[src/rtl/dram_arbiter.sv]
// dram_arbiter: shares the single-port dRam between the processor (p) and the host loader (h) over req/ack.
// Optional DRAM_ARB_ROUND_ROBIN_EN: alternate grants on contention instead of fixed processor priority.
module dram_arbiter #(
  parameter int ADDR_W = 19,
  parameter int DATA_W = 8,
  parameter int RD_LAT = 1
) (
  input  logic              clk,
  input  logic              rst_n,
  input  logic              p_req,
  input  logic              p_we,
  input  logic [ADDR_W-1:0] p_addr,
  input  logic [DATA_W-1:0] p_wdata,
  output logic              p_ack,
  output logic [DATA_W-1:0] p_rdata,
  input  logic              h_req,
  input  logic              h_we,
  input  logic [ADDR_W-1:0] h_addr,
  input  logic [DATA_W-1:0] h_wdata,
  output logic              h_ack,
  output logic [DATA_W-1:0] h_rdata,
  output logic [ADDR_W-1:0] mem_addr,
  output logic [DATA_W-1:0] mem_wdata,
  output logic [1:0]        mem_ctrl,
  input  logic [DATA_W-1:0] mem_rdata,
  output logic              busy,
  output logic              owner
);
  // state | meaning
  // IDLE  | sample requests, latch the winner's operands
  // ISSUE | drive one read or write command to dRam
  // WAIT  | count down read latency, capture data on 1->0
  // DONE  | pulse the owner's ack
  typedef enum logic [1:0] {IDLE, ISSUE, WAIT, DONE} state_t;

  state_t     state;
  logic       lat_we;
  logic [2:0] lat_cnt;
  logic       grant_h;

`ifdef DRAM_ARB_ROUND_ROBIN_EN
  logic last_served;

  // On contention the port that did not win last time goes next.
  assign grant_h = h_req & (~p_req | ~last_served);

  always_ff @(posedge clk or negedge rst_n) begin
    if (!rst_n) begin
      last_served <= 1'b1;
    end else if (state == IDLE && (p_req || h_req)) begin
      last_served <= grant_h;
    end
  end
`else
  assign grant_h = h_req & ~p_req;
`endif

  always_ff @(posedge clk or negedge rst_n) begin
    if (!rst_n) begin
      state     <= IDLE;
      lat_we    <= 1'b0;
      lat_cnt   <= '0;
      mem_addr  <= '0;
      mem_wdata <= '0;
      mem_ctrl  <= 2'b00;
      p_ack     <= 1'b0;
      h_ack     <= 1'b0;
      p_rdata   <= '0;
      h_rdata   <= '0;
      busy      <= 1'b0;
      owner     <= 1'b0;
    end else begin
      p_ack <= 1'b0;
      h_ack <= 1'b0;
      case (state)
        IDLE: begin
          if (p_req || h_req) begin
            owner <= grant_h;
            busy  <= 1'b1;
            state <= ISSUE;
            // mem_addr/mem_wdata double as the operand latches; mem_ctrl alone qualifies them.
            if (grant_h) begin
              lat_we    <= h_we;
              mem_addr  <= h_addr;
              mem_wdata <= h_wdata;
              mem_ctrl  <= h_we ? 2'b10 : 2'b01;
            end else begin
              lat_we    <= p_we;
              mem_addr  <= p_addr;
              mem_wdata <= p_wdata;
              mem_ctrl  <= p_we ? 2'b10 : 2'b01;
            end
          end
        end
        ISSUE: begin
          mem_ctrl <= 2'b00;
          if (lat_we) begin
            p_ack <= ~owner;
            h_ack <= owner;
            state <= DONE;
          end else begin
            lat_cnt <= 3'(RD_LAT);
            state   <= WAIT;
          end
        end
        WAIT: begin
          lat_cnt <= lat_cnt - 3'd1;
          if (lat_cnt == 3'd1) begin
            if (owner) h_rdata <= mem_rdata;
            else       p_rdata <= mem_rdata;
            p_ack <= ~owner;
            h_ack <= owner;
            state <= DONE;
          end
        end
        DONE: begin
          busy  <= 1'b0;
          state <= IDLE;
        end
        default: state <= IDLE;
      endcase
    end
  end

endmodule

[config.mk]
export PLATFORM = sky130hd
export DESIGN_NAME = dram_arbiter
export DESIGN_NICKNAME = d
export VERILOG_FILES = /design/src/rtl/dram_arbiter.sv
export SDC_FILE = /design/constraint.sdc
export NUM_CORES = 1
export LEC_CHECK = 0
export CORE_MARGIN = 1.5
export CORE_UTILIZATION = 41
export CTS_CLUSTER_DIAMETER = 200
export DETAILED_ROUTE_END_ITERATION = 7
export PLACE_DENSITY = 0.8
export RECOVER_POWER = 25
export REMOVE_ABC_BUFFERS = 1
export SLEW_MARGIN = 40
export SYNTH_ARGS = -nofsm -noshare
export SYNTH_HDL_FRONTEND = slang
export SYNTH_SLANG_ARGS = --single-unit
[constraint.sdc]
create_clock -name clk -period 2.05 [get_ports clk]
set_input_delay 0.3075 -clock clk [delete_from_list [all_inputs] [get_ports clk]]
set_output_delay 0.3075 -clock clk [all_outputs]
set_load 0.02 [all_outputs]
# Yosys cells after proc, flatten, opt, wreduce, memory -nomap -nowiden
# Cells that the tools add are included.
dict set report totals {
  ff_bits 55
  input_bits 68
  output_inout_bits 49
  word_cells 57
}
dict set report op_classes {
  n_addsub 1
  eq_ne 7
  muxes 22
  bitwise 3
  reduce_logical 12
}
# op count
set op_table {}
lappend op_table {{two-way mux 19 bit} 1}
lappend op_table {{two-way mux 2 bit} 6}
lappend op_table {{AND reduction 2 bit} 5}
lappend op_table {{two-way mux 8 bit} 1}
lappend op_table {{case mux 2 bit (4 select lines)} 1}
lappend op_table {{two-way mux 1 bit} 7}
lappend op_table {{inequality test 2 bit, second input constant} 3}
lappend op_table {{case mux 1 bit (2 select lines)} 3}
lappend op_table {{case mux 3 bit (2 select lines)} 1}
lappend op_table {{AND reduction 3 bit} 2}
lappend op_table {{nonzero test 2 bit} 3}
lappend op_table {{equality test 2 bit, second input constant} 2}
lappend op_table {{case mux 2 bit (2 select lines)} 1}
lappend op_table {{equality test 3 x 1 -> 1 bit, second input constant} 1}
lappend op_table {{two-way mux 3 bit} 1}
lappend op_table {{subtractor 3 x 1 -> 3 bit, second input constant} 1}
lappend op_table {{equality test 2 x 1 -> 1 bit, second input constant} 1}
lappend op_table {{zero test 2 bit} 1}
lappend op_table {{inverter 1 bit} 2}
lappend op_table {{AND 1 bit} 1}
lappend op_table {{logical OR 1 bit} 1}

# Logic depth before layout (Yosys ltp)
# Gate-level depths: netlist of run 1.
dict set report logic_depth {
  ltp_word 5
  ltp_mapped 7
  depth_no_buf 5
}

# Worst setup path after synthesis of run 1
# Ideal clock, no wire load.
dict set report synth_timing {
  path_kind {register to register}
  start {reg state[0]}
  end {reg p_rdata[0]}
  setup_ns 0.125
  t_arrival_ns 1.564
  path_slack_ns 0.361
  path_stages_with_launch 7
  synth_period_minus_slack_ns 1.689
  path_cell_list {dfrtp_1 > inv_1 > ha_1 > and3b_1 > and2_1 > buf_6 > mux2_4}
}
dict set report synth_between {
  elab_chain_len 2
}
# item line_no
set synth_rtl {}
lappend synth_rtl {{from (decl)} 36} ;# state_t state;
lappend synth_rtl {{from (signal assigned)} 60} ;# state <= IDLE;
lappend synth_rtl {{from (signal assigned)} 80} ;# state <= ISSUE;
lappend synth_rtl {{from (signal assigned)} 100} ;# state <= DONE;
lappend synth_rtl {{equality test 2 bit} 75} ;# case (state)
lappend synth_rtl {{AND reduction 3 bit (no source line)} -}
lappend synth_rtl {{to (signal assigned)} 110} ;# else p_rdata <= mem_rdata;
lappend synth_rtl {{to (decl)} 15} ;# output logic [DATA_W-1:0] p_rdata,
# Every way passes these cells.
# A chain may end at the register's enable or synchronous reset.

# Worst setup path after layout of run 1
dict set report layout_timing {
  start {reg state[0]}
  end {reg p_rdata[5]}
}
# Same word-level chain as after synthesis.

==> results of run 1 <==
## layout make-up
cell class / instances / share of cell area, %
Clock buffer: 5 / 1.75
Clock inverter: 3 / 1.72
Inverter: 6 / 0.574
Multi-Input combinational cell: 146 / 27.4
Sequential cell: 55 / 35.1
Tap cell: 75 / 2.39
Timing Repair Buffer: 121 / 31.0
## report_power, final
part           leakage [nW]  internal [mW]  switching [mW]  total (mW)
sequential            0.672           1.61           0.288        1.90
combinational         0.969           1.53            1.47        3.00
clock                0.0644          0.487           0.330       0.817
total                  1.70           3.63            2.09        5.72
## metrics by stage
step | setup TNS (ps) | worst slack, ps | std cells
detailed placement | 0 | 145 | 403
global placement | 0 | 205 | 403
CTS | 0 | 141 | 411
global route | 0 | 14.3 | 411
floorplan | -20310 | -756 | 207
finish | 0 | 151 | 411
## state kept, by name, indices dropped and copies added (netlist names)
register,count
lat_we,1
p_ack,1
lat_cnt,3
h_ack,1
state,2
h_rdata,8
p_rdata,8
mem_addr,19
mem_ctrl,2
mem_wdata,8
owner,1
busy,1
## routing by layer
layer,GRT usage [%],up-vias
li1,-,979
met1,21.4,895
met2,28.8,65
met3,4.22,6
met4,3.79,0
met5,0,-
## worst min path at each step
stage / start / endpoint / slack [ps] / cells past startpoint
final: rst_n / p_rdata[4] / 380 / 1
after floorplan: rst_n / busy / 10 / 0
after global routing: mem_wdata[5] / mem_wdata[5] / 520 / 2
after CTS: rst_n / p_rdata[4] / 40 / 1
after global placement: rst_n / p_rdata[4] / 370 / 1
after detailed placement: rst_n / p_rdata[4] / 380 / 1
## cells by family (layout without fill, tap and decap cells)
kind of cell | count (synthesis) | after routing
and+or+nand+nor | 50 | 50
adders and majority gates | 7 | 7
buffers and inverters | 16 | 135
DFF | 55 | 55
muxes | 45 | 45
AOI/OAI and AO/OA | 44 | 44
## cells in the mapped netlist, drive strengths merged (2+ instances only)
library cell / instances / share of area, %
dfrtp: 55 / 55
nand2: 33 / 5.0
o21ai: 33 / 6.5
mux2i: 28 / 11
mux2: 17 / 8.8
ha: 7 / 3.5
buf: 6 / 2.0
inv: 6 / 0.89
nor2: 6 / 0.89
a21oi: 5 / 0.99
clkbuf: 4 / 0.60
nor2b: 3 / 0.74
a21bo: 2 / 0.79
nand2b: 2 / 0.50
## layout by cell type, fill, tap and decap left out
cell and instances:
buf_4 3, nand2b_1 2, a22oi_1 1, and2_1 1, nor2b_1 2, ha_1 7
nand2_2 1, o31ai_1 1, a211oi_1 1, clkdlybuf4s50_1 115, nand2_1 32, mux2i_1 28
dfrtp_1 55, bufinv_16 2, nand3_1 1, nor3b_2 1, inv_1 6, mux2_2 9
o21ai_1 20, nor2b_4 1, a211o_1 1, a21bo_2 1, buf_12 2, a21oi_1 5
clkinvlp_4 1, nor2_1 6, clkbuf_1 1, nand3b_1 1, or3_1 1, mux2_4 8
clkbuf_8 5, o21ai_4 1, and3b_1 1, o21ai_0 12, a21bo_1 1
==> metrics.csv, run 1 <==
metric,value,unit
crit path launch,state[0],
GP Congestion,0.735,
WL met2,2.67,mm
"Primary FF master, synth",dfrtp_1,
GRT Overall Usage,16.8,%
clock sinks,55,
uppermost layer routed,met4,
DR vias,1945,
Crit Path Class,register to register,
DRC,0,
vias in the first global route,1845,
Yosys Warn Count,0,
Die H,81.4,µm
Reg2Reg Depth,6,
antenna cells,0,
final WL,5.39,mm
Post-synth EDFFs,0,
min Tclk post-route,1900,ps
TritonCTS clock tree,done,
final core utilization,66.3,%
layout cells sized above 1,10.4,%
Crit Path Max Fanout,8,
RR Startpoint,state[0],
failing checks,"capacitance limit, slew limit",
clock latency at the later pin of the worst-skew pair,300,ps
RSZ-0062 raised after global routing,false,
nets@finish,410,
register-to-register setup slack,150,ps
Worst Path Arrival,2080,ps
total gr overflow,0,
FF-to-FF End,p_rdata[5],
"Avg Cell Area, Syn",11.6,µm²
sequential share of the synthesized area,54.6,%
async set or reset register ratio after synthesis,100,%
CTS H-tree lvls,2,
fmax,527,MHz
xor/xnor share of the synthesized area,0,%
Worst-Margin Slew,1570,ps
first-pass GRT wire length,8.56,mm
Power Total,5.72,mW
max incr delay on CP,420,ps
Gate Count Post-Synth,217,
post-synth cell types,30,
WL met1,2.29,mm
"Slowest-stage cell, CP",dfrtp_1,
footprint of the multi-input gates,1080,µm²
die extent in x,81.4,µm
Top Ports,117,
area of the die,6630,µm²
Final ANT Viol Nets,0,
worst hold path class,primary input to async pin,
P per Cell Area,1460,nW/µm²
clock buffer count from CTS,5,
slew margin rel.,-4.52,%
1st-pass router iterations,4,
period utilization,92.6,%
port bufs,116,
Fin Hold WS,380,ps
worst vdd ir,0.892,mV
largest family of logic cells by synthesized area,multiplexers,
Adder-Cell Fraction of Synth Area,3.47,%
clk buf depth,2,
crit path capture,p_rdata[5],
CP top delay family,flip-flops,
post-synthesis mux area share,19.9,%
fillcell total,481,
DR WL met3,381,µm
Critical Path Stages,6,
initial antenna violation count,0,
"Cell Area, Synth",2520,µm²
simple-gate area share of the yosys netlist,8.98,%
largest net degree at the start of global routing,36,
Area Growth Syn to Fin,55.5,%
Vias/cell,4.73,
Setup Buffers After CTS,0,
Reg area,1380,µm²
critical path buffer and inverter count,2,
crit-path cells,"inv_1, ha_1, and3b_1, and2_1, buf_4, mux2_4",
final instance area,3920,µm²
fin. max-slew vios,29,
wire length per cell,13.1,µm
Leak,1.70,nW
Critical Path RT,2240,ps
outcome,finished with violations,
post-synthesis compound-gate area fraction,9.57,%
cells resized by post-CTS repair,0,
Setup Viol. Count Final,0,
Setup Skew,5.31,ps
Setup crit start kind,register,
Max-Cap Viols,1,
clock root cell,clkbuf_8,
row count,28,
post-DP HPWL,4.27,mm
number of DRC markers in iteration 0,66,
core area,5920,µm²
dpl cell area,3790,µm²
Yosys reg bits,55,
# hold bufs at CTS,0,
Fin. Hold Viols,0,
initial core utilization,42.6,%
clock slew at reported path FFs,100,ps
Critical Path Sink Type,register,
Note: power is estimated with default switching activity, not from simulation.
==> run 2: changes to the inputs <==
--- a/config.mk
+++ b/config.mk
@@ -5,13 +5,13 @@
 export SDC_FILE = /design/constraint.sdc
 export NUM_CORES = 1
 export LEC_CHECK = 0
+export CAP_MARGIN = 10
 export CORE_MARGIN = 1.5
 export CORE_UTILIZATION = 41
 export CTS_CLUSTER_DIAMETER = 200
 export DETAILED_ROUTE_END_ITERATION = 7
-export PLACE_DENSITY = 0.8
+export PLACE_DENSITY = 0.77
 export RECOVER_POWER = 25
-export REMOVE_ABC_BUFFERS = 1
 export SLEW_MARGIN = 40
 export SYNTH_ARGS = -nofsm -noshare
 export SYNTH_HDL_FRONTEND = slang
==> run 2 against run 1 <==
Effect of this change: utilization is 0.46 points lower; clock-buffer cell count up 2; critical endpoint is now p_rdata[3]; the run now ends clean; first-iteration DRC count decreased by 17%; largest cell class unchanged.
==> metrics.csv, run 2 (synthesis gave the netlist of run 1 again) <==
metric,value,unit,change
"Net Count, Synth",292,,
vias in the first global route,1965,,"was 1,845"
Setup Buffers After CTS,0,,unchanged
Crit Path Max Fanout,8,,unchanged
final WL,6.16,mm,was 5.39 mm
fin. max-slew vios,0,,was 29
clock root cell,clkbuf_8,,unchanged
DR vias,2036,,"was 1,945"
period utilization,92.1,%,was 92.6%
slew margin rel.,3.67,%,was -4.52%
antenna cells,0,,unchanged
min Tclk post-route,1890,ps,was 1900 ps
internal power,3.41,mW,was 3.63 mW
TritonCTS clock tree,done,,unchanged
Top reg by flops,mem_addr,,unchanged
Area Growth Syn to Fin,54.4,%,was 55.5%
area of the die,6630,µm²,unchanged
outcome,completed,,was finished with violations
max reg flops,19,,unchanged
worst hold path class,primary input to async pin,,unchanged
Critical Path Sink Type,register,,unchanged
CTS H-tree lvls,2,,unchanged
switch share,38.4,%,was 36.5%
fillcell total,493,,was 481
post-DP HPWL,4.75,mm,was 4.27 mm
Power Total,5.53,mW,was 5.72 mW
dpl ws,170,ps,was 145 ps
initial core utilization,42.6,%,unchanged
max incr delay on CP,410,ps,was 420 ps
Setup crit start kind,register,,unchanged
sequential power share,34.4,%,was 33.2%
fmax,529,MHz,was 527 MHz
clk buf depth,2,,unchanged
first-pass GRT wire length,9.35,mm,was 8.56 mm
Max-Cap Viols,0,,was 1
Setup Skew,2.86,ps,was 5.31 ps
Leak,1.70,nW,about the same
Top Ports,117,,unchanged
row count,28,,unchanged
die extent in x,81.4,µm,unchanged
1st-pass router iterations,4,,unchanged
largest net degree at the start of global routing,43,,was 36
DRC,0,,unchanged
initial antenna violation count,0,,unchanged
Final Worst Setup Slack,161,ps,was 151 ps
Critical Path RT,2250,ps,was 2240 ps
combinational power share,55.1,%,was 52.5%
"Slowest-stage cell, CP",dfrtp_1,,unchanged
nets@finish,412,,was 410
footprint of the multi-input gates,1080,µm²,unchanged
CP top delay family,flip-flops,,unchanged
clock buffer count from CTS,5,,unchanged
core area,5920,µm²,unchanged
cells resized by post-CTS repair,0,,unchanged
Worst Path Arrival,2090,ps,was 2080 ps
Vias/cell,4.93,,was 4.73
critical path buffer and inverter count,2,,unchanged
Setup Viol. Count Final,0,,unchanged
clock latency at the later pin of the worst-skew pair,300,ps,about the same
clock sinks,55,,unchanged
Fin. Hold Viols,0,,unchanged
# hold bufs at CTS,0,,unchanged
Setup Total Neg Slack,0,ps,unchanged
Sw Pwr,2.12,mW,was 2.09 mW
Final ANT Viol Nets,0,,unchanged
layout cells sized above 1,10.4,%,about the same
Reg area,1380,µm²,unchanged
crit-path cells,"inv_1, ha_1, and3b_1, and2_1, buf_4, mux2_4",,unchanged
GP Congestion,0.853,,was 0.735
total gr overflow,0,,unchanged
wire length per cell,14.9,µm,was 13.1 µm
worst vdd ir,0.664,mV,was 0.892 mV
P per Cell Area,1420,nW/µm²,was 1460 nW/µm²
most frequent standard cell in the layout excluding fill and tap cells,clkdlybuf4s50_1,,unchanged
Crit Path Class,register to register,,unchanged
clock slew at reported path FFs,90,ps,was 100 ps
Worst-Margin Slew,1440,ps,was 1570 ps
number of DRC markers in iteration 0,55,,was 66
clock share of power,10.5,%,was 14.3%
RSZ-0062 raised after global routing,false,,unchanged
port bufs,116,,unchanged
GRT Overall Usage,18.5,%,was 16.8%
Die H,81.4,µm,unchanged
most frequent cells in the layout,"115 x clkdlybuf4s50_1, 55 x dfrtp_1, 32 x nand2_1",,unchanged
-- run 2: layout make-up --
type | instances | share of cell area, %
timing repair buffer | 123 | 32.0
inverter | 6 | 0.578
sequential | 55 | 35.3
tap | 75 | 2.41
clock buffer | 7 | 1.96
clock inverter | 1 | 0.128
multi-input combinational | 146 | 27.6
-- run 2: power by group through the flow --
stage / logic [mW] / clock network (mW) / registers (mW)
3_3_place_gp: 3.01 / 0 / 1.91
3_5_place_dp: 3.07 / 0 / 1.92
5_1_grt: 3.30 / 0.643 / 1.97
6_report: 3.04 / 0.581 / 1.90
2_1_floorplan: 1.10 / 0 / 2.48
4_1_cts: 3.08 / 0.612 / 1.91
-- run 2: worst register-to-register path: stages (launching register included) --
cell     delay [ps]
dfrtp_1         410
inv_1           140
ha_1            330
and3b_1         250
and2_1          140
buf_4           200
mux2_4          320
-- run 2: worst paths after layout --
path	startpoint	cells past startpoint	slack [ps]	to
min in group clk	lat_cnt[1]	2	490	lat_cnt[1]
hold / removal	rst_n	1	320	mem_wdata[4]
max in group asynchronous	rst_n	1	880	h_rdata[5]
hold reg to reg	lat_cnt[1]	2	490	lat_cnt[1]
setup reg to reg	state[0]	6	160	p_rdata[3]
setup / recovery	state[0]	6	160	p_rdata[3]
-- run 2: layer usage --
layer  wire [µm]  vias up  GRT usage [%]
met1        2580      988           23.7
met4          77        0           5.69
met5           0        -              0
met2        3200       61           31.7
met3         301        7           3.44
li1            -      980              -
-- run 2: stage by stage --
stage | cell area [µm²] | instances | util [%] | hold WS (ps)
finish | 3890 | 413 | 65.8 | 320
global route | 3890 | 413 | 65.8 | 428
global placement | 3810 | 405 | 64.4 | 352
detailed placement | 3810 | 405 | 64.4 | 354
CTS | 3900 | 413 | 65.8 | 9.23
floorplan | 2520 | 217 | - | 11.9
==> run 3: changes to the inputs <==
--- a/config.mk
+++ b/config.mk
@@ -5,7 +5,6 @@
 export SDC_FILE = /design/constraint.sdc
 export NUM_CORES = 1
 export LEC_CHECK = 0
-export CAP_MARGIN = 10
 export CORE_MARGIN = 1.5
 export CORE_UTILIZATION = 41
 export CTS_CLUSTER_DIAMETER = 200
==> results of run 3 <==
Final layout, timing and power as in run 2 (identical DEF).
